==> config.mk <==
export PLATFORM = sky130hd
export DESIGN_NAME = fetch_stage
export DESIGN_NICKNAME = d
export VERILOG_FILES = /design/src/rtl/cpu_pkg.sv /design/src/rtl/fetch_stage.sv
export SDC_FILE = /design/constraint.sdc
export NUM_CORES = 1
export LEC_CHECK = 0
export BUFFER_PORTS_ARGS = -buffer_cell sky130_fd_sc_hd__buf_2
export CORE_UTILIZATION = 35
export CTS_BUF_LIST = sky130_fd_sc_hd__clkbuf_4 sky130_fd_sc_hd__clkbuf_8
export CTS_CLUSTER_SIZE = 30
export DETAILED_ROUTE_END_ITERATION = 8
export SKIP_LAST_GASP = 1
export SYNTH_ARGS = -nofsm -noshare
export SYNTH_HDL_FRONTEND = slang
export SYNTH_SLANG_ARGS = --single-unit
==> constraint.sdc <==
create_clock -name clk -period 2.17 [get_ports clk]
set_input_delay 0.1085 -clock clk [delete_from_list [all_inputs] [get_ports clk]]
set_output_delay 0.1085 -clock clk [all_outputs]
set_load 0.01 [all_outputs]
==> src/rtl/cpu_pkg.sv <==
// Shared CPU definitions: fetch FSM state encoding and instruction-word constants.
package cpu_pkg;

  localparam int unsigned INST_W = 16;
  localparam logic [INST_W-1:0] BUBBLE_INST = 16'h0000;

  typedef enum logic [1:0] {
    IDLE  = 2'd0,
    FETCH = 2'd1,
    HOLD  = 2'd2,
    DRAIN = 2'd3
  } fetch_state_t;

endpackage

==> src/rtl/fetch_stage.sv <==
// Instruction fetch: owns the PC, handshakes with instruction memory, absorbs decode
// back-pressure in a one-entry skid buffer and flushes the stream on execute redirects.
module fetch_stage
  import cpu_pkg::*;
#(
  parameter int unsigned      PC_W     = 16,
  parameter logic [PC_W-1:0]  RESET_PC = '0
) (
  input  logic              clk,
  input  logic              rst_n,
  output logic              imem_req,
  output logic [PC_W-1:0]   imem_addr,
  input  logic [INST_W-1:0] imem_rdata,
  input  logic              imem_valid,
  input  logic              stall,
  input  logic              redirect,
  input  logic [PC_W-1:0]   redirect_pc,
  output logic [INST_W-1:0] inst,
  output logic              inst_valid,
  output logic [PC_W-1:0]   inst_pc,
  output logic [PC_W-1:0]   pc_plus1
);

  localparam logic [PC_W-1:0] PC_ONE = 1;

  fetch_state_t      state_q, state_d;
  logic [PC_W-1:0]   pc_q, pc_d;
  logic [PC_W-1:0]   tgt_q, tgt_d;
  logic [INST_W-1:0] skid_q, skid_d;
  logic [INST_W-1:0] inst_q, inst_d;
  logic              inst_valid_q, inst_valid_d;
  logic [PC_W-1:0]   inst_pc_q, inst_pc_d;

  always_comb begin
    // NOTE: every signal written here gets a default first, so no path leaves one unassigned and infers a latch.
    state_d      = state_q;
    pc_d         = pc_q;
    tgt_d        = tgt_q;
    skid_d       = skid_q;
    inst_d       = inst_q;
    inst_valid_d = inst_valid_q;
    inst_pc_d    = inst_pc_q;
    imem_req     = 1'b0;

    unique case (state_q)
      IDLE: state_d = FETCH;

      FETCH: begin
        imem_req = 1'b1;
        if (redirect) begin
          inst_valid_d = 1'b0;
          if (imem_valid) begin
            pc_d = redirect_pc;
          end else begin
            // The old request is still outstanding; park the target until it completes.
            tgt_d   = redirect_pc;
            state_d = DRAIN;
          end
        end else if (imem_valid) begin
          if (stall) begin
            skid_d  = imem_rdata;
            state_d = HOLD;
          end else begin
            inst_d       = imem_rdata;
            inst_pc_d    = pc_q;
            inst_valid_d = 1'b1;
            pc_d         = pc_q + PC_ONE;
          end
        end else if (!stall) begin
          inst_valid_d = 1'b0;
        end
      end

      HOLD: begin
        if (redirect) begin
          skid_d       = BUBBLE_INST;
          pc_d         = redirect_pc;
          inst_valid_d = 1'b0;
          state_d      = FETCH;
        end else if (!stall) begin
          inst_d       = skid_q;
          inst_pc_d    = pc_q;
          inst_valid_d = 1'b1;
          pc_d         = pc_q + PC_ONE;
          state_d      = FETCH;
        end
      end

      DRAIN: begin
        imem_req     = 1'b1;
        inst_valid_d = 1'b0;
        if (redirect) tgt_d = redirect_pc;
        if (imem_valid) begin
          pc_d    = redirect ? redirect_pc : tgt_q;
          state_d = FETCH;
        end
      end

      default: state_d = IDLE;
    endcase
  end

  always_ff @(posedge clk or negedge rst_n) begin
    if (!rst_n) begin
      state_q      <= IDLE;
      pc_q         <= RESET_PC;
      tgt_q        <= '0;
      skid_q       <= BUBBLE_INST;
      inst_q       <= BUBBLE_INST;
      inst_valid_q <= 1'b0;
      inst_pc_q    <= '0;
    end else begin
      // NOTE: non-blocking assignments so every flop samples pre-edge values regardless of statement order.
      state_q      <= state_d;
      pc_q         <= pc_d;
      tgt_q        <= tgt_d;
      skid_q       <= skid_d;
      inst_q       <= inst_d;
      inst_valid_q <= inst_valid_d;
      inst_pc_q    <= inst_pc_d;
    end
  end

  assign imem_addr  = pc_q;
  assign inst       = inst_q;
  assign inst_valid = inst_valid_q;
  assign inst_pc    = inst_pc_q;
  assign pc_plus1   = inst_pc_q + PC_ONE;

endmodule

==> impl_metrics.py, run 1 <==
metrics = {
    "clock_network": {
        "cts_tree": "yes",
        "clk_pin_slew_ps": 80,
        "htreeDepth": 3,
        "root_buffer": "clkbuf_8",
        "clock_sinks": 83,
        "clockBufferDepth": 2,
        "insertion_delay_ps": 360,
        "cts_resized": 0,
        "cts_buffers": 9,
    },
    "timing": {
        "slew_viol_final": 0,
        "final.setup.tns_ps": 0,
        "min_period_ps": 1950,
        "setup_violations": 0,
        "max_slew_margin_pct": 56.45,
        "max_slew.worst_pin.slew_ps": 653.3,
        "fin_ws_ps": 220.4,
        "max_clock_freq_mhz": 512.9,
        "worst_hold_slack_ps": 10.08,
        "skew_ps": 7.375,
        "final-hold-violation-count": 0,
        "finalCritPeriodShare_pct": 89.84,
        "rsz0062_at_grt": "no",
    },
    "cells_and_area": {
        "diodes": 0,
        "fillers": 1140,
        "nets": 567,
        "synthToLayoutAreaGrowth_pct": 22.55,
        "drive_above_1_share_pct": 32.08,
    },
    "placement": {
        "hpwlAfterDp_um": 7695,
        "gp_congestion": 0.7859,
        "io_buffers": 102,
        "place_ws_ps": 293.7,
    },
    "power_and_ir_drop": {
        "clkPwrFrac_pct": 24.1,
        "switching_share_pct": 34.83,
        "internal-power_mw": 3.399,
        "p_per_area_mw_per_mm2": 1008,
        "switchingPower_mw": 1.816,
        "max-vdd-ir-drop_v": 0.0002885,
        "leakagePower_nw": 2.447,
        "pwr-share-comb_pct": 30.7,
        "seq_power_share_pct": 45.1,
    },
    "floorplanning": {
        "io_pins": 103,
        "core_sq_mm": 0.01156,
        "initial_core_util_pct": 36.51,
        "die_h_um": 111.8,
        "placementRows": 39,
        "dieArea_sq_mm": 0.01251,
        "die_w_um": 111.8,
    },
    "synthesis": {
        "synthFlopType": "dfrtp_1",
        "yosys.area.top_type": "dfrtp_1",
        "ys_types": 57,
        "async_flop_share_pct": 100.0,
        "yosys_warnings": 0,
        "syn-num-nets": 465,
        "postSynthCellCount": 426,
        "netlist.area_leader.share_pct": 49.19,
        "synth_edf_count": 0,
        "ys_seq_area_share_pct": 49.19,
        "ys_top_cells_by_count": "dfrtp_1 (83), nand2_1 (67), o21ai_0 (49), mux2_2 (29), a21boi_0 (17)",
        "ys_ff_latch": 83,
        "yosysMostFrequentCell": "dfrtp_1",
        "yosys-top-cells-area": "dfrtp_1 (49%), mux2_2 (7.7%), nand2_1 (6.0%)",
        "syn_area_per_cell_sq_um": 9.913,
        "netlist_area_sq_mm": 0.004223,
    },
    "routing": {
        "drc": 5,
        "wirelength_um": 10500,
        "avgViaCountPerCell": 5.191,
        "vias": 3509,
        "drtAntennaViolNets": 0,
        "post_drt_wl_per_cell_um": 15.53,
        "dr.first_iter.drc_count": 212,
        "drt_first_pass_iters": 6,
    },
    "grt": {
        "grt_max_degree": 46,
        "grt_usage_pct": 17.26,
        "grt_overflow": 0,
        "grt_antenna_before_repair": 0,
        "grt_pass1_wl_um": 17060,
        "grt_pass1_vias": 3260,
    },
    "setup_path": {
        "required_ps": 2060,
        "path_cells": "and4_1 > and4_1 > nand4_1 > xnor2_1 > buf_2",
        "path_delay_family": "simple AND/OR/NAND/NOR gates",
        "rrSetupSlack_ps": 250,
        "slowest_delay_ps": 450,
        "crit_buf_inv": 1,
        "cpMaxStageDelayCell": "dfrtp_1",
        "cp_max_fo": 7,
        "worstPathArrival_ps": 1840,
        "start_kind": "flop",
        "setup.worst_path.end_class": "primary output",
        "path_class": "flop to primary output",
        "crit_top_cell": "and4_1",
    },
    "outcome": {
        "violations": "design-rule violations",
        "status": "finished with violations",
    },
    "run": {
        "maxCapViolCount": 0,
    },
    "hold_path": {
        "hold_class": "input port to flop",
    },
}
-- kinds of logic (layout without fill, tap and decap cells) --
logic type | after synthesis | after routing | share of synthesized area (%)
simple gates | 129 | 129 | 15.05
compound gates | 121 | 121 | 18.52
flops | 83 | 83 | 49.19
buf+inv | 43 | 150 | 4.918
mux | 31 | 31 | 8.207
xor+xnor | 17 | 17 | 3.526
fa+ha+maj | 2 | 2 | 0.5925
-- registers in the layout, summed over array words and instances, names as in the netlist --
name / cells
skid_q: 16
imem_addr: 16
inst_valid: 1
tgt_q: 16
inst: 16
state_q: 2
inst_pc: 16
-- per-stage QoR --
step	utilization [%]	instances	total power, mW	instance area [sq um]
2_1_floorplan	-	426	3.250	4223
3_3_place_gp	42.36	655	3.954	4898
3_5_place_dp	42.36	655	3.995	4898
4_1_cts	44.75	676	5.262	5175
5_1_grt	44.75	676	5.548	5175
6_report	44.75	676	5.215	5175
-- what timing repair did --
item	CTS	global route
setup buffers	0	0
hold buffers	5	0
endpoints found under the hold margin	42	0
-- cells in the final DEF, fill, tap and decap left out, drive strengths merged, types with 4 or more instances in the layout --
| master | count |
|---|---|
| o211ai | 6 |
| nor2 | 10 |
| mux2 | 29 |
| and4 | 8 |
| a21oi | 13 |
| a21boi | 17 |
| a31oi | 5 |
| and3 | 6 |
| dfrtp | 83 |
| inv | 11 |
| o21ai | 51 |
| buf | 118 |
| dlygate4sd3 | 5 |
| clkbuf | 10 |
| nand2 | 68 |
| nand3 | 15 |
| nand4 | 7 |
| a41oi | 4 |
| xnor2 | 14 |
| o22ai | 4 |
-- layer usage --
layer / GRT usage [%] / share of wire [%] / vias to the layer above
met5: 0 / 0 / -
li1: - / - / 1721
met3: 3.430 / 4.7 / 16
met1: 24.26 / 49 / 1675
met2: 26.50 / 45 / 97
met4: 5.946 / 1.9 / 0
-- cell type report --
type | instances | area [sq um] | area share, %
inverters | 11 | 41.29 | 0.7979
flip-flops and latches | 83 | 2077 | 40.14
repair buffers | 123 | 708.2 | 13.68
clock inverters | 6 | 88.84 | 1.717
clock buffers | 10 | 137.6 | 2.660
well taps | 143 | 178.9 | 3.457
multi-input cells | 300 | 1943 | 37.55
-- final timing paths --
kind / startpoint / end / depth (start not counted)
max: inst_pc[2]$_DFFE_PN0P_ / pc_plus1[15] / 5
min: redirect_pc[15] / tgt_q[15]$_DFFE_PN0P_ / 2
max reg2reg: state_q[0]$_DFFE_PN0P_ / imem_addr[15]$_DFFE_PN0P_ / 4
min reg2reg: inst[11]$_DFFE_PN0P_ / inst[11]$_DFFE_PN0P_ / 2
max in group asynchronous: rst_n / imem_addr[12]$_DFFE_PN0P_ / 3
min in group asynchronous: rst_n / tgt_q[4]$_DFFE_PN0P_ / 2
-- power by group through the flow --
stage	clock, mW	sequential [mW]	combinational, mW
floorplan	0	2.42	0.830
global placement	0	2.37	1.59
detailed placement	0	2.39	1.61
CTS	1.29	2.36	1.62
global route	1.35	2.43	1.77
finish	1.26	2.35	1.60
Note: power is estimated with default switching activity, not from simulation.
==> run 2, diff against run 1 <==
==> constraint.sdc (replaced) <==
create_clock -name clk -period 2.17 [get_ports clk]
set_input_delay 0.434 -clock clk [delete_from_list [all_inputs] [get_ports clk]]
set_output_delay 0.434 -clock clk [all_outputs]
set_load 0.01 [all_outputs]
==> run 2 against run 1 <==
Effect of this change: the run still ends with design-rule violations left; maximum frequency fell by 6.9%; final cell count is 0.89% higher; critical path depth unchanged; combinational power is 8% higher; power grew 2.3%; sequential cell count is the same; clock-buffer cell count unchanged; first-iteration DRC count up 10%; worst hold slack improved by 320 ps; non-clock buffer count is 6 higher; setup slack worse by 150 ps; clock power hardly changed.
==> impl_metrics.py, run 2 (same netlist as run 1, synthesis figures left out) <==
metrics = {
    "outcome": {
        "status": "finished with violations",
        "violations": "design-rule violations",
    },
    "power_and_ir_drop": {
        "leakagePower_nw": 2.475,
        "power_mw": 5.334,
        "p_per_area_mw_per_mm2": 1021,
        "max-vdd-ir-drop_v": 0.0003966,
    },
    "grt": {
        "grt_usage_pct": 17.24,
        "grt_pass1_vias": 3367,
        "grt_antenna_before_repair": 0,
        "grt_overflow": 0,
        "grt_max_degree": 41,
        "grt_pass1_wl_um": 17090,
    },
    "setup_path": {
        "reg2reg_depth": 4,
        "path_class": "flop to primary output",
        "required_ps": 1740,
        "worstPathArrival_ps": 1660,
        "cp_max_fo": 5,
        "r2r_end": "imem_addr[15]$_DFFE_PN0P_",
        "setup.worst_path.end_class": "primary output",
        "start_kind": "flop",
        "rr_startpoint": "state_q[1]$_DFFE_PN0P_",
        "rrSetupSlack_ps": 180,
    },
    "run": {
        "maxCapViolCount": 0,
    },
    "floorplanning": {
        "placementRows": 39,
        "dieArea_sq_mm": 0.01251,
        "die_w_um": 111.8,
        "io_pins": 103,
        "core_sq_mm": 0.01156,
        "initial_core_util_pct": 36.51,
        "die_h_um": 111.8,
    },
    "routing": {
        "post_drt_wl_per_cell_um": 15.43,
        "drc": 6,
        "drt_first_pass_iters": 6,
        "avgViaCountPerCell": 5.182,
        "dr.first_iter.drc_count": 234,
        "drtAntennaViolNets": 0,
        "wirelength_um": 10520,
        "vias": 3534,
    },
    "timing": {
        "final.setup.tns_ps": 0,
        "min_period_ps": 2095,
        "fin_ws_ps": 75.30,
        "final-hold-violation-count": 0,
        "max_slew_margin_pct": 58.38,
        "setup_violations": 0,
        "finalCritPeriodShare_pct": 96.53,
        "slew_viol_final": 0,
        "skew_ps": 12.54,
        "max_clock_freq_mhz": 477.4,
        "rsz0062_at_grt": "yes",
        "max_slew.worst_pin.slew_ps": 624.4,
    },
    "placement": {
        "io_buffers": 102,
        "gp_congestion": 0.7741,
        "hpwlAfterDp_um": 7619,
        "place_ws_ps": 244.9,
    },
    "cells_and_area": {
        "nets": 573,
        "fillers": 1146,
        "mostFrequentLayoutCell": "buf_2",
        "layout_common_cells": "buf_2 (101), dfrtp_1 (77), nand2_1 (67), o21ai_0 (49), mux2_2 (29)",
        "drive_above_1_share_pct": 35.44,
        "synthToLayoutAreaGrowth_pct": 23.76,
        "diodes": 0,
        "multi_input_area_sq_mm": 0.001952,
        "post-route-util_pct": 45.19,
        "ff_latch_area_sq_mm": 0.002085,
    },
    "hold_path": {
        "hp-start": "redirect_pc[1]",
        "hold_class": "input port to flop",
        "holdPathStages": 2,
        "holdPathEnd": "tgt_q[1]$_DFFE_PN0P_",
    },
    "clock_network": {
        "clock_sinks": 83,
        "clockBufferDepth": 2,
        "insertion_delay_ps": 350,
        "cts_tree": "yes",
        "htreeDepth": 3,
        "root_buffer": "clkbuf_8",
        "clk_pin_slew_ps": 90,
        "cts_buffers": 9,
    },
}
run 2: cell count changes in the layout (fill, tap and decap cells not counted):
cell and delta:
buf_4 +10, dfrtp_1 -6, dfrtp_2 +6, dlygate4sd3_1 -4, and4_1 -2, and4_4 +2
and3_1 -1, and3_2 +1, ha_1 -1, ha_2 +1
run 2: power breakdown:
group / total, mW / internal, mW / leakage (nW) / switching (mW)
Sequential: 2.36 / 1.96 / 1.00 / 0.400
Combinational: 1.73 / 0.852 / 1.37 / 0.876
Clock: 1.24 / 0.679 / 0.108 / 0.564
run 2: worst max path at each step:
stage / startpoint / end / slack [ps] / cells past startpoint
floorplan: inst_pc[2]$_DFFE_PN0P_ / pc_plus1[15] / 320 / 5
global placement: redirect / imem_addr[10]$_DFFE_PN0P_ / 330 / 6
detailed placement: state_q[1]$_DFFE_PN0P_ / imem_addr[15]$_DFFE_PN0P_ / 240 / 4
CTS: inst_pc[2]$_DFFE_PN0P_ / pc_plus1[15] / -10 / 5
global route: inst_pc[4]$_DFFE_PN0P_ / pc_plus1[15] / -20 / 5
finish: inst_pc[4]$_DFFE_PN0P_ / pc_plus1[15] / 80 / 5
run 2: per-layer routing:
layer,vias to the layer above,wire (um),global-route usage (%)
li1,1735,-,-
met1,1700,5021,24.05
met2,90,4895,27.04
met3,9,462,2.940
met4,0,144,5.946
met5,-,0,0
run 2: through the flow:
stage                     hold slack, ps  instances  area (sq um)
after floorplan                    138.4        426          4223
after global placement             359.4        654          4891
after detailed placement           363.5        654          4891
after CTS                          311.6        672          5140
after global routing               317.7        682          5226
final                              327.8        682          5226
run 2: cell type report:
class | count | share of cell area, %
clock buffer | 10 | 2.633
clock inverter | 6 | 1.700
inverter | 11 | 0.7900
multi-input combinational | 300 | 37.35
sequential | 83 | 39.89
tap | 143 | 3.424
timing repair buffer | 129 | 14.22
run 2: what timing repair did:
item / in CTS / in global routing
hold endpoints to repair: 21 / 0
gates resized for setup: 4 / 7
hold buffers: 1 / 0
endpoints found under the setup margin: 8 / 8
setup buffers: 1 / 10
run 2: critical path, cell delays in order (launching register included):
cell and delay (ps):
dfrtp_1 410, and4_4 240, and4_4 260, nand4_1 120
xnor2_1 140, buf_2 140
